### src/rtl/block_repeat.sv
// block_repeat: captures BLOCK_SIZE-beat blocks into a ping-pong buffer and
// replays each block REPEAT times, in arrival order, through a registered
// output stage with a one-entry skid buffer.
module block_repeat #(
    parameter int DATA_WIDTH = 32,
    parameter int CHANNELS   = 1,
    parameter int BLOCK_SIZE = 4,
    parameter int REPEAT     = 2
) (
    input  logic                           clk,
    input  logic                           rst,
    input  logic [CHANNELS*DATA_WIDTH-1:0] in_data,
    input  logic                           in_valid,
    output logic                           in_ready,
    output logic [CHANNELS*DATA_WIDTH-1:0] out_data,
    output logic                           out_valid,
    input  logic                           out_ready,
    output logic                           out_last,
    output logic                           out_block_last
);

    localparam int W     = CHANNELS * DATA_WIDTH;
    localparam int IW    = (BLOCK_SIZE > 1) ? $clog2(BLOCK_SIZE) : 1;
    localparam int RW    = (REPEAT > 1) ? $clog2(REPEAT) : 1;
    // Rounded up to a power of two so every index value addresses a real word.
    localparam int DEPTH = 1 << IW;

    localparam logic [IW-1:0] IDX_LAST = IW'(BLOCK_SIZE - 1);
    localparam logic [RW-1:0] REP_LAST = RW'(REPEAT - 1);

    typedef enum logic [1:0] {
        B_EMPTY,
        B_FILLING,
        B_FULL,
        B_READING
    } bank_st_t;

    bank_st_t st_q [2];
    bank_st_t st_d [2];

    logic [W-1:0] mem [2][DEPTH];

    // Writer side
    logic          wr_bank;
    logic [IW-1:0] wr_idx;
    logic          wr_fire;
    logic          wr_last;

    // Reader side
    logic          rd_bank;
    logic [IW-1:0] rd_idx;
    logic [RW-1:0] rep_cnt;
    logic          rd_avail;
    logic          rd_idx_last;
    logic          rep_last;
    logic          issue;
    logic          issue_rdy;
    logic          rd_done;

    // Issued beat (memory read register)
    logic [W-1:0]  data_p1;
    logic          last_p1;
    logic          blast_p1;
    logic          vld_p1;

    // Output register and skid entry
    logic [W-1:0]  data_p2;
    logic          last_p2;
    logic          blast_p2;
    logic          vld_p2;
    logic [W-1:0]  skid_data_p2;
    logic          skid_last_p2;
    logic          skid_blast_p2;
    logic          skid_vld_p2;

    // A bank accepts writes until it holds a complete block; reset blocks input.
    assign in_ready = !rst && ((st_q[wr_bank] == B_EMPTY) || (st_q[wr_bank] == B_FILLING));
    assign wr_fire  = in_valid && in_ready;
    assign wr_last  = (wr_idx == IDX_LAST);

    assign rd_avail    = (st_q[rd_bank] == B_FULL) || (st_q[rd_bank] == B_READING);
    assign rd_idx_last = (rd_idx == IDX_LAST);
    assign rep_last    = (rep_cnt == REP_LAST);
    // The p1 register can take a beat when empty, or when its beat moves on
    // this cycle (it always moves on while the skid entry is free).
    assign issue_rdy   = !vld_p1 || !skid_vld_p2;
    assign issue       = rd_avail && issue_rdy;
    assign rd_done     = issue && rd_idx_last && rep_last;

    // Bank state transitions; a bank is never written and read in the same cycle.
    always_comb begin
        st_d[0] = st_q[0];
        st_d[1] = st_q[1];
        for (int b = 0; b < 2; b++) begin
            if (wr_fire && (wr_bank == 1'(b))) begin
                st_d[b] = wr_last ? B_FULL : B_FILLING;
            end
            if (issue && (rd_bank == 1'(b))) begin
                st_d[b] = rd_done ? B_EMPTY : B_READING;
            end
        end
    end

    // Bank state registers.
    always_ff @(posedge clk) begin
        if (rst) begin
            st_q[0] <= B_EMPTY;
            st_q[1] <= B_EMPTY;
        end else begin
            st_q[0] <= st_d[0];
            st_q[1] <= st_d[1];
        end
    end

    // Write pointer: fills one bank, then moves to the other.
    always_ff @(posedge clk) begin
        if (rst) begin
            wr_bank <= 1'b0;
            wr_idx  <= '0;
        end else if (wr_fire) begin
            if (wr_last) begin
                wr_idx  <= '0;
                wr_bank <= ~wr_bank;
            end else begin
                wr_idx  <= wr_idx + 1'b1;
            end
        end
    end

    // Block storage; contents need no reset because bank states gate all reads.
    always_ff @(posedge clk) begin
        if (wr_fire) begin
            mem[wr_bank][wr_idx] <= in_data;
        end
    end

    // Read pointer: walks the block REPEAT times, then frees the bank.
    always_ff @(posedge clk) begin
        if (rst) begin
            rd_bank <= 1'b0;
            rd_idx  <= '0;
            rep_cnt <= '0;
        end else if (issue) begin
            if (rd_idx_last) begin
                rd_idx <= '0;
                if (rep_last) begin
                    rep_cnt <= '0;
                    rd_bank <= ~rd_bank;
                end else begin
                    rep_cnt <= rep_cnt + 1'b1;
                end
            end else begin
                rd_idx <= rd_idx + 1'b1;
            end
        end
    end

    // ---- p1: issued beat, flags decided at issue time ----
    // Valid of the issued-beat register.
    always_ff @(posedge clk) begin
        if (rst) begin
            vld_p1 <= 1'b0;
        end else if (issue_rdy) begin
            vld_p1 <= issue;
        end
    end

    // Payload of the issued-beat register.
    always_ff @(posedge clk) begin
        if (issue) begin
            data_p1  <= mem[rd_bank][rd_idx];
            last_p1  <= rd_idx_last;
            blast_p1 <= rd_idx_last && rep_last;
        end
    end

    // ---- p2: output register with one-entry skid ----
    // Output register drains the skid first; while stalled, p1 parks in the skid.
    always_ff @(posedge clk) begin
        if (rst) begin
            vld_p2      <= 1'b0;
            data_p2     <= '0;
            last_p2     <= 1'b0;
            blast_p2    <= 1'b0;
            skid_vld_p2 <= 1'b0;
        end else if (!vld_p2 || out_ready) begin
            if (skid_vld_p2) begin
                data_p2     <= skid_data_p2;
                last_p2     <= skid_last_p2;
                blast_p2    <= skid_blast_p2;
                vld_p2      <= 1'b1;
                skid_vld_p2 <= 1'b0;
            end else if (vld_p1) begin
                data_p2  <= data_p1;
                last_p2  <= last_p1;
                blast_p2 <= blast_p1;
                vld_p2   <= 1'b1;
            end else begin
                vld_p2   <= 1'b0;
            end
        end else if (vld_p1 && !skid_vld_p2) begin
            skid_vld_p2 <= 1'b1;
        end
    end

    // Skid payload captures p1 only while the output register is stalled.
    always_ff @(posedge clk) begin
        if (vld_p2 && !out_ready && vld_p1 && !skid_vld_p2) begin
            skid_data_p2  <= data_p1;
            skid_last_p2  <= last_p1;
            skid_blast_p2 <= blast_p1;
        end
    end

    assign out_data       = data_p2;
    assign out_valid      = vld_p2;
    assign out_last       = last_p2;
    assign out_block_last = blast_p2;

endmodule

### config.mk
export PLATFORM = sky130hd
export DESIGN_NAME = block_repeat
export DESIGN_NICKNAME = d
export VERILOG_FILES = /design/src/rtl/block_repeat.sv
export SDC_FILE = /design/constraint.sdc
export NUM_CORES = 1
export LEC_CHECK = 0
export BUFFER_PORTS_ARGS = -buffer_cell sky130_fd_sc_hd__buf_2
export CORE_MARGIN = 2
export CORE_UTILIZATION = 65
export CTS_BUF_LIST = sky130_fd_sc_hd__clkbuf_4
export DETAILED_ROUTE_END_ITERATION = 10
export PLACE_DENSITY = 0.8
export SYNTH_ARGS = -nofsm -noshare
export SYNTH_HDL_FRONTEND = slang
export SYNTH_SLANG_ARGS = --single-unit
### constraint.sdc
create_clock -name clk -period 6 [get_ports clk]
set_input_delay 0.3 -clock clk [delete_from_list [all_inputs] [get_ports clk]]
set_output_delay 0.3 -clock clk [all_outputs]
set_load 0.005 [all_outputs]
==> results of run 1 <==
state kept, by name, indices dropped and copies added, names as in the netlist, named ones only:
| register | flops |
|---|---|
| vld_p1 | 1 |
| st_q | 2 |
| skid_data_p2 | 32 |
| skid_last_p2 | 1 |
| wr_idx | 2 |
| last_p1 | 1 |
| rep_cnt | 1 |
| data_p1 | 32 |
| rd_bank | 1 |
| skid_blast_p2 | 1 |
| out_valid | 1 |
| skid_vld_p2 | 1 |
| out_data | 32 |
| mem | 256 |
| rd_idx | 2 |
| blast_p1 | 1 |
| wr_bank | 1 |
| out_block_last | 1 |
| out_last | 1 |
power by group through the flow:
stage | sequential (mW) | combinational, mW | clock, mW
after global placement | 3.02 | 0.315 | 0
after CTS | 2.97 | 0.352 | 2.24
after detailed placement | 3.03 | 0.330 | 0
final | 2.98 | 0.354 | 2.20
after floorplan | 3.00 | 0.216 | 0
after global routing | 2.98 | 0.383 | 2.38
kinds of logic (layout without fill, tap and decap cells):
family	count (synthesis)	after routing	share of synthesized area, %
simple gates	30	30	1.22
buf+inv	48	296	1.69
flops	372	372	76.5
other cells	0	1	0
mux	134	134	15.8
fa+ha+maj	7	7	0.626
compound gates	91	91	4.16
worst paths after layout:
check                     end  slack, ps  depth (start not counted)
min               skid_vld_p2        290                          4
min reg2reg  skid_data_p2[31]        420                          0
max reg2reg      out_data[30]       3080                          3
max              out_data[30]       3080                          3
cell type report:
type / instances / area (um^2)
Clock buffer: 146 / 1100
Tap cell: 275 / 344
Fill cell: 1141 / 4880
Multi-Input combinational cell: 262 / 3050
Clock inverter: 24 / 171
Antenna cell: 1 / 2.50
Sequential cell: 372 / 10700
Timing Repair Buffer: 118 / 791
Inverter: 8 / 30.0
cell usage in the layout (no fill, tap or decap), types with 2 or more instances in the layout:
| master | n |
|---|---|
| ha_1 | 7 |
| clkinv_2 | 2 |
| nor2_1 | 4 |
| and2_1 | 2 |
| a21oi_1 | 43 |
| a31o_2 | 2 |
| buf_4 | 14 |
| a211oi_1 | 34 |
| and3_1 | 7 |
| inv_2 | 3 |
| clkbuf_4 | 146 |
| nand2b_1 | 2 |
| dlygate4sd3_1 | 33 |
| inv_1 | 7 |
| o2111ai_1 | 3 |
| nand3_1 | 3 |
| nand2_1 | 4 |
| mux4_1 | 6 |
| o31ai_1 | 3 |
| dfxtp_1 | 43 |
| clkinv_1 | 17 |
| bufinv_16 | 3 |
| mux4_2 | 58 |
| edfxtp_1 | 326 |
| o21ai_0 | 2 |
| dfxtp_2 | 2 |
| mux2i_1 | 36 |
| buf_2 | 71 |
| mux2_2 | 34 |
| or4_1 | 2 |
stage by stage:
stage | instances | area (um^2) | total power [mW] | setup WS (ps) | hold slack, ps
6_report | 1206 | 16200 | 5.53 | 3080 | 294
5_1_grt | 1206 | 16200 | 5.74 | 2950 | 270
4_1_cts | 1205 | 16200 | 5.56 | 3160 | 235
3_5_place_dp | 1002 | 14600 | 3.36 | 3140 | 442
3_3_place_gp | 1002 | 14600 | 3.34 | 3220 | 435
2_1_floorplan | 682 | 14000 | 3.22 | 2110 | 399
critical path, delay by kind of cell (launching register included):
family,cells,cell delay [ps]
and+or+nand+nor,2,1280
DFF,1,1180
AOI/OAI and AO/OA,1,210
layer usage:
layer / share of wire (%) / wire (um) / track usage, % / vias to the layer above
met4: 1.9 / 527 / 10.2 / 0
li1: - / - / - / 3234
met2: 51 / 14400 / 42.7 / 430
met3: 9.4 / 2690 / 5.76 / 45
met1: 38 / 10900 / 35.8 / 3724
met5: 0 / 0 / 0 / -
timing repair:
| action | 4_1_cts | 5_1_grt |
|---|---|---|
| hold endpoints to repair | 257 | 0 |
| hold buffers | 33 | 0 |
| buffers inserted | 0 | 0 |
==> run_results.csv, run 1 <==
group,metric,value,unit
die,coreArea,21100,um^2
pwr,power_switching,1.22,mW
worst_setup_path,crit_fanout,39,
grt,grt_first_pass_wirelength,43.2,mm
worst_setup_path,slowest_delay,1180,ps
synth,syn_inst,682,
grt,grt_use_total,26.4,%
worst_hold_path,hp-class,"in -> reg",
pwr,pwr-share-comb,6.4,%
route,drt_first_pass_iters,6,
cells_and_area,area_growth,15.8,%
route,vias,7433,
die,start_util,66.4,%
worst_setup_path,end_kind,"register",
synth,ys.flop_type,"edfxtp_1",
cts,cts_resized,0,
sta,finalSetupViolations,0,
synth,synth.most_common_cell,"edfxtp_1",
route,drtAntennaViolNets,0,
job,maxCapViolCount,0,
route,vias_per_cell,6.16,
worst_setup_path,worstPathArrival,3400,ps
synth,synth-seq-area-share,76.5,%
cells_and_area,nets,895,
cells_and_area,post_route_cells_drive_above_1_share,36.3,%
synth,yosysWarnings,0,
route,drc_errors,0,
grt,antenna_found_initial,1,
status,status,"finished, final reports clean",
pwr,total_leakage_power,5.42,nW
route,wl_per_cell,23.6,um
worst_setup_path,r2r-start,"skid_vld_p2",
synth,synth_top_area_share,70.0,%
synth,postSynthAreaPerCell,20.5,um^2
pwr,p_clk_share,39.7,%
cts,clk_pin_slew,70,ps
sta,setup-tns-final,0,ps
placed_design,hpwl,15.2,mm
grt,grt_max_degree,54,
cts,cts_sinks,372,
sta,rsz0062_at_grt,"false",
sta,slew_viol_final,0,
synth,synth.distinct_cells,36,
route,finalWirelength,28.5,mm
sta,period_needed,2920,ps
worst_hold_path,hold_path_startpoint,"out_ready",
pwr,intPower,4.31,mW
synth,synth_area_leaders,"edfxtp_1, mux4_2, dfxtp_1",
route,drt_iter0_markers,635,
worst_setup_path,cp.required,6480,ps
synth,synthArstFlopShare,0,%
pwr,irDropWorstVdd,0.000183,V
sta,finalCritPeriodShare,48.6,%
cts,cts-root-buf,"clkbuf_4",
synth,yosys-top-cells-count,"edfxtp_1, mux4_2, dfxtp_1, a21oi_1, mux2i_1",
worst_setup_path,cp_slowest_cell,"dfxtp_2",
cts,insertion_delay,720,ps
pwr,p_sw_share,22.0,%
synth,synth-seq-cells,372,
grt,grt_pass1_vias,7655,
pwr,pwr-share-seq,53.9,%
cts,htreeDepth,3,
worst_setup_path,worstSetupPathType,"reg -> reg",
sta,fin_skew,56.3,ps
die,die_y,151,um
synth,synth.largest_area_cell,"edfxtp_1",
die,die_area,22700,um^2
pwr,p_per_area,341,nW/um^2
worst_setup_path,cp-startpoint,"skid_vld_p2",
die,rows,53,
cts,cts_tree,"done",
worst_setup_path,worstSetupStartpointType,"register",
die,die_w,151,um
cts,numCtsBuffers,90,
synth,synth_edf_count,326,
placed_design,routabilityCongestion,0.845,
die,io_pins,72,
placed_design,numPortBuffers,71,
worst_setup_path,crit_chain,"or2_1 -> and2_1 -> a211oi_1",
sta,max_freq,0.343,GHz
cts,ctsLongestPathBuffers,3,
sta,finalHoldViolCount,0,
sta,slew_headroom,8.53,%
synth,syn_nets,725,
synth,mappedNetlistArea,14000,um^2
cells_and_area,utilization,76.8,%
sta,worst_pin_slew,1370,ps
grt,overflow,0,
(Power assumes the default switching activity.)
==> run 2: changes to the inputs <==
- CORE_UTILIZATION: 65 -> 57
- PLACE_DENSITY: 0.8 -> 0.74
- clock period: 6 -> 2.3 ns (I/O delays scaled with it)
==> run 2 against run 1 <==
Cell area grew 1.3%. Highest routed layer unchanged. Sequential power grew to 2.6 times the previous value. Combinational power grew to 2.7 times the previous value. Register-to-register slack lost 3000 ps. First-iteration DRC count shrank 2.0%. Via count shrank 2.4%. Clock power grew 140%. Die area grew 14%. Utilization shrank 9.0 points.
==> run_results.csv, run 2 (synthesis gave the netlist of run 1 again) <==
group,metric,value,unit
cells_and_area,largest_reg_flops,256,
grt,grt_use_total,21.9,%
route,vias_per_cell,5.72,
grt,antenna_found_initial,2,
grt,grt_pass1_vias,7668,
die,die_y,161,um
cells_and_area,nets,923,
route,drtAntennaViolNets,0,
status,status,"finished, final reports clean",
worst_setup_path,crit_chain,"mux2_2 -> o211ai_1 -> dlygate4sd3_1 -> o31ai_1 -> dlygate4sd3_1",
placed_design,dp.cells,1076,
sta,max_freq,0.441,GHz
route,drc_errors,0,
die,die_w,161,um
job,maxCapViolCount,0,
route,wl_per_cell,21.2,um
worst_setup_path,cp_num_cells,5,
pwr,irDropWorstVdd,0.000534,V
pwr,total_leakage_power,5.50,nW
sta,setup-tns-final,0,ps
cts,clk_pin_slew,70,ps
die,die_area,25800,um^2
placed_design,hpwl,16.2,mm
worst_setup_path,cp_top_family,"buffers and inverters",
worst_setup_path,cp.required,2880,ps
sta,hold_ws,225,ps
worst_setup_path,r2r_slack,30,ps
die,start_util,57.9,%
worst_setup_path,worst-path-buf-inv,2,
worst_setup_path,r2r-start,"st_q[1][1]",
sta,layout_setup_ws,32.5,ps
cts,cts-root-buf,"clkbuf_4",
cts,insertion_delay,700,ps
cts,numCtsBuffers,90,
cells_and_area,area_growth,17.3,%
cts,cts_tree,"done",
worst_setup_path,end_kind,"register",
worst_setup_path,cpMostUsedCell,"dlygate4sd3_1",
placed_design,pre_cts_slack,366,ps
worst_setup_path,crit_fanout,4,
die,io_pins,72,
cells_and_area,instances_no_fill,1267,
sta,slew_viol_final,0,
worst_setup_path,r2r-end,"wr_idx[0]",
die,coreArea,24200,um^2
cts,cts_sinks,372,
cells_and_area,top_register,"mem",
cells_and_area,multiInputGateArea,3060,um^2
sta,finalCritPeriodShare,98.6,%
worst_hold_path,hp-class,"in -> reg",
placed_design,placed_cell_area,14900,um^2
worst_setup_path,cp_slowest_cell,"dlygate4sd3_1",
cells_and_area,nFillCells,1557,
route,finalWirelength,26.9,mm
cells_and_area,final_cell_mix,"edfxtp_1, clkbuf_4, buf_2",
worst_setup_path,crit_path_end,"wr_idx[0]",
route,drt_first_pass_iters,7,
route,vias,7253,
worst_setup_path,worstPathArrival,2850,ps
pwr,p_per_area,848,nW/um^2
cts,ctsLongestPathBuffers,3,
grt,grt_first_pass_wirelength,42.6,mm
sta,fin_skew,35.3,ps
worst_setup_path,ff2ff_path_depth,5,
worst_setup_path,worstSetupStartpointType,"register",
placed_design,routabilityCongestion,0.805,
cts,htreeDepth,3,
sta,slew_headroom,18.0,%
sta,finalSetupViolations,0,
cells_and_area,fin_area,16400,um^2
sta,finalHoldViolCount,0,
sta,worst_pin_slew,1230,ps
worst_setup_path,worstSetupPathType,"reg -> reg",
grt,grt_max_degree,47,
die,rows,57,
worst_setup_path,cp-startpoint,"st_q[1][1]",
placed_design,numPortBuffers,71,
sta,period_needed,2270,ps
cells_and_area,seqCellArea,10700,um^2
grt,overflow,0,
route,drt_iter0_markers,622,
worst_setup_path,slowest_delay,580,ps
cts,cts_setup_buffers,0,
cells_and_area,final_common_cell,"edfxtp_1",
cells_and_area,post_route_cells_drive_above_1_share,37.4,%
sta,rsz0062_at_grt,"false",
-- run 2: cell types whose count changed in the layout (fill, tap and decap cells not counted) --
cell and delta:
inv_2 -1, buf_12 +5, dlygate4sd3_1 +3, clkinv_2 -2, buf_4 +20, bufinv_16 -2, nor3b_2 -1, clkbuf_4 -6
diode_2 +1, clkinv_1 -6, nor3b_4 +1
-- run 2: per-stage QoR --
stage,util [%],total power [mW]
after CTS,67.9,14.1
after global placement,61.7,8.74
final,67.9,13.9
after global routing,67.9,14.5
after floorplan,-,8.40
after detailed placement,61.7,8.79
-- run 2: per-layer routing --
layer	routed length, um	part of all wire [%]	track usage, %	up-vias
met5	0	0	0	-
met4	549	2.0	8.76	0
met3	1750	6.5	4.75	48
met2	13300	49	35.0	259
met1	11400	42	29.8	3673
li1	-	-	-	3273
-- run 2: worst min-delay path by stage --
stage | from | endpoint | slack, ps | depth (start not counted)
final | in_data[29] | mem[1][29] | 220 | 2
after global routing | in_data[29] | mem[1][29] | 180 | 2
after CTS | in_data[29] | mem[1][29] | 160 | 2
after detailed placement | in_data[24] | mem[1][88] | 380 | 1
after global placement | in_data[6] | mem[0][70] | 370 | 1
after floorplan | in_data[0] | mem[0][0] | 210 | 0
-- run 2: cell type report --
| cell class | instances | area share (%) |
|---|---|---|
| Timing Repair Buffer | 146 | 6.53 |
| Antenna cell | 2 | 0.0305 |
| Multi-Input combinational cell | 262 | 18.6 |
| Tap cell | 324 | 2.47 |
| Inverter | 8 | 0.183 |
| Clock buffer | 140 | 6.40 |
| Clock inverter | 13 | 0.457 |
| Sequential cell | 372 | 65.3 |
-- run 2: timing repair --
action,4_1_cts,5_1_grt
resized for setup,0,0
hold buffers,36,0
endpoints found under the hold margin,303,0
-- run 2: power breakdown --
part	total (mW)	leakage (nW)	internal, mW	switching, mW
sequential	7.74	3.34	7.61	0.122
combinational	0.957	1.48	0.449	0.508
clock	5.23	0.680	2.85	2.38
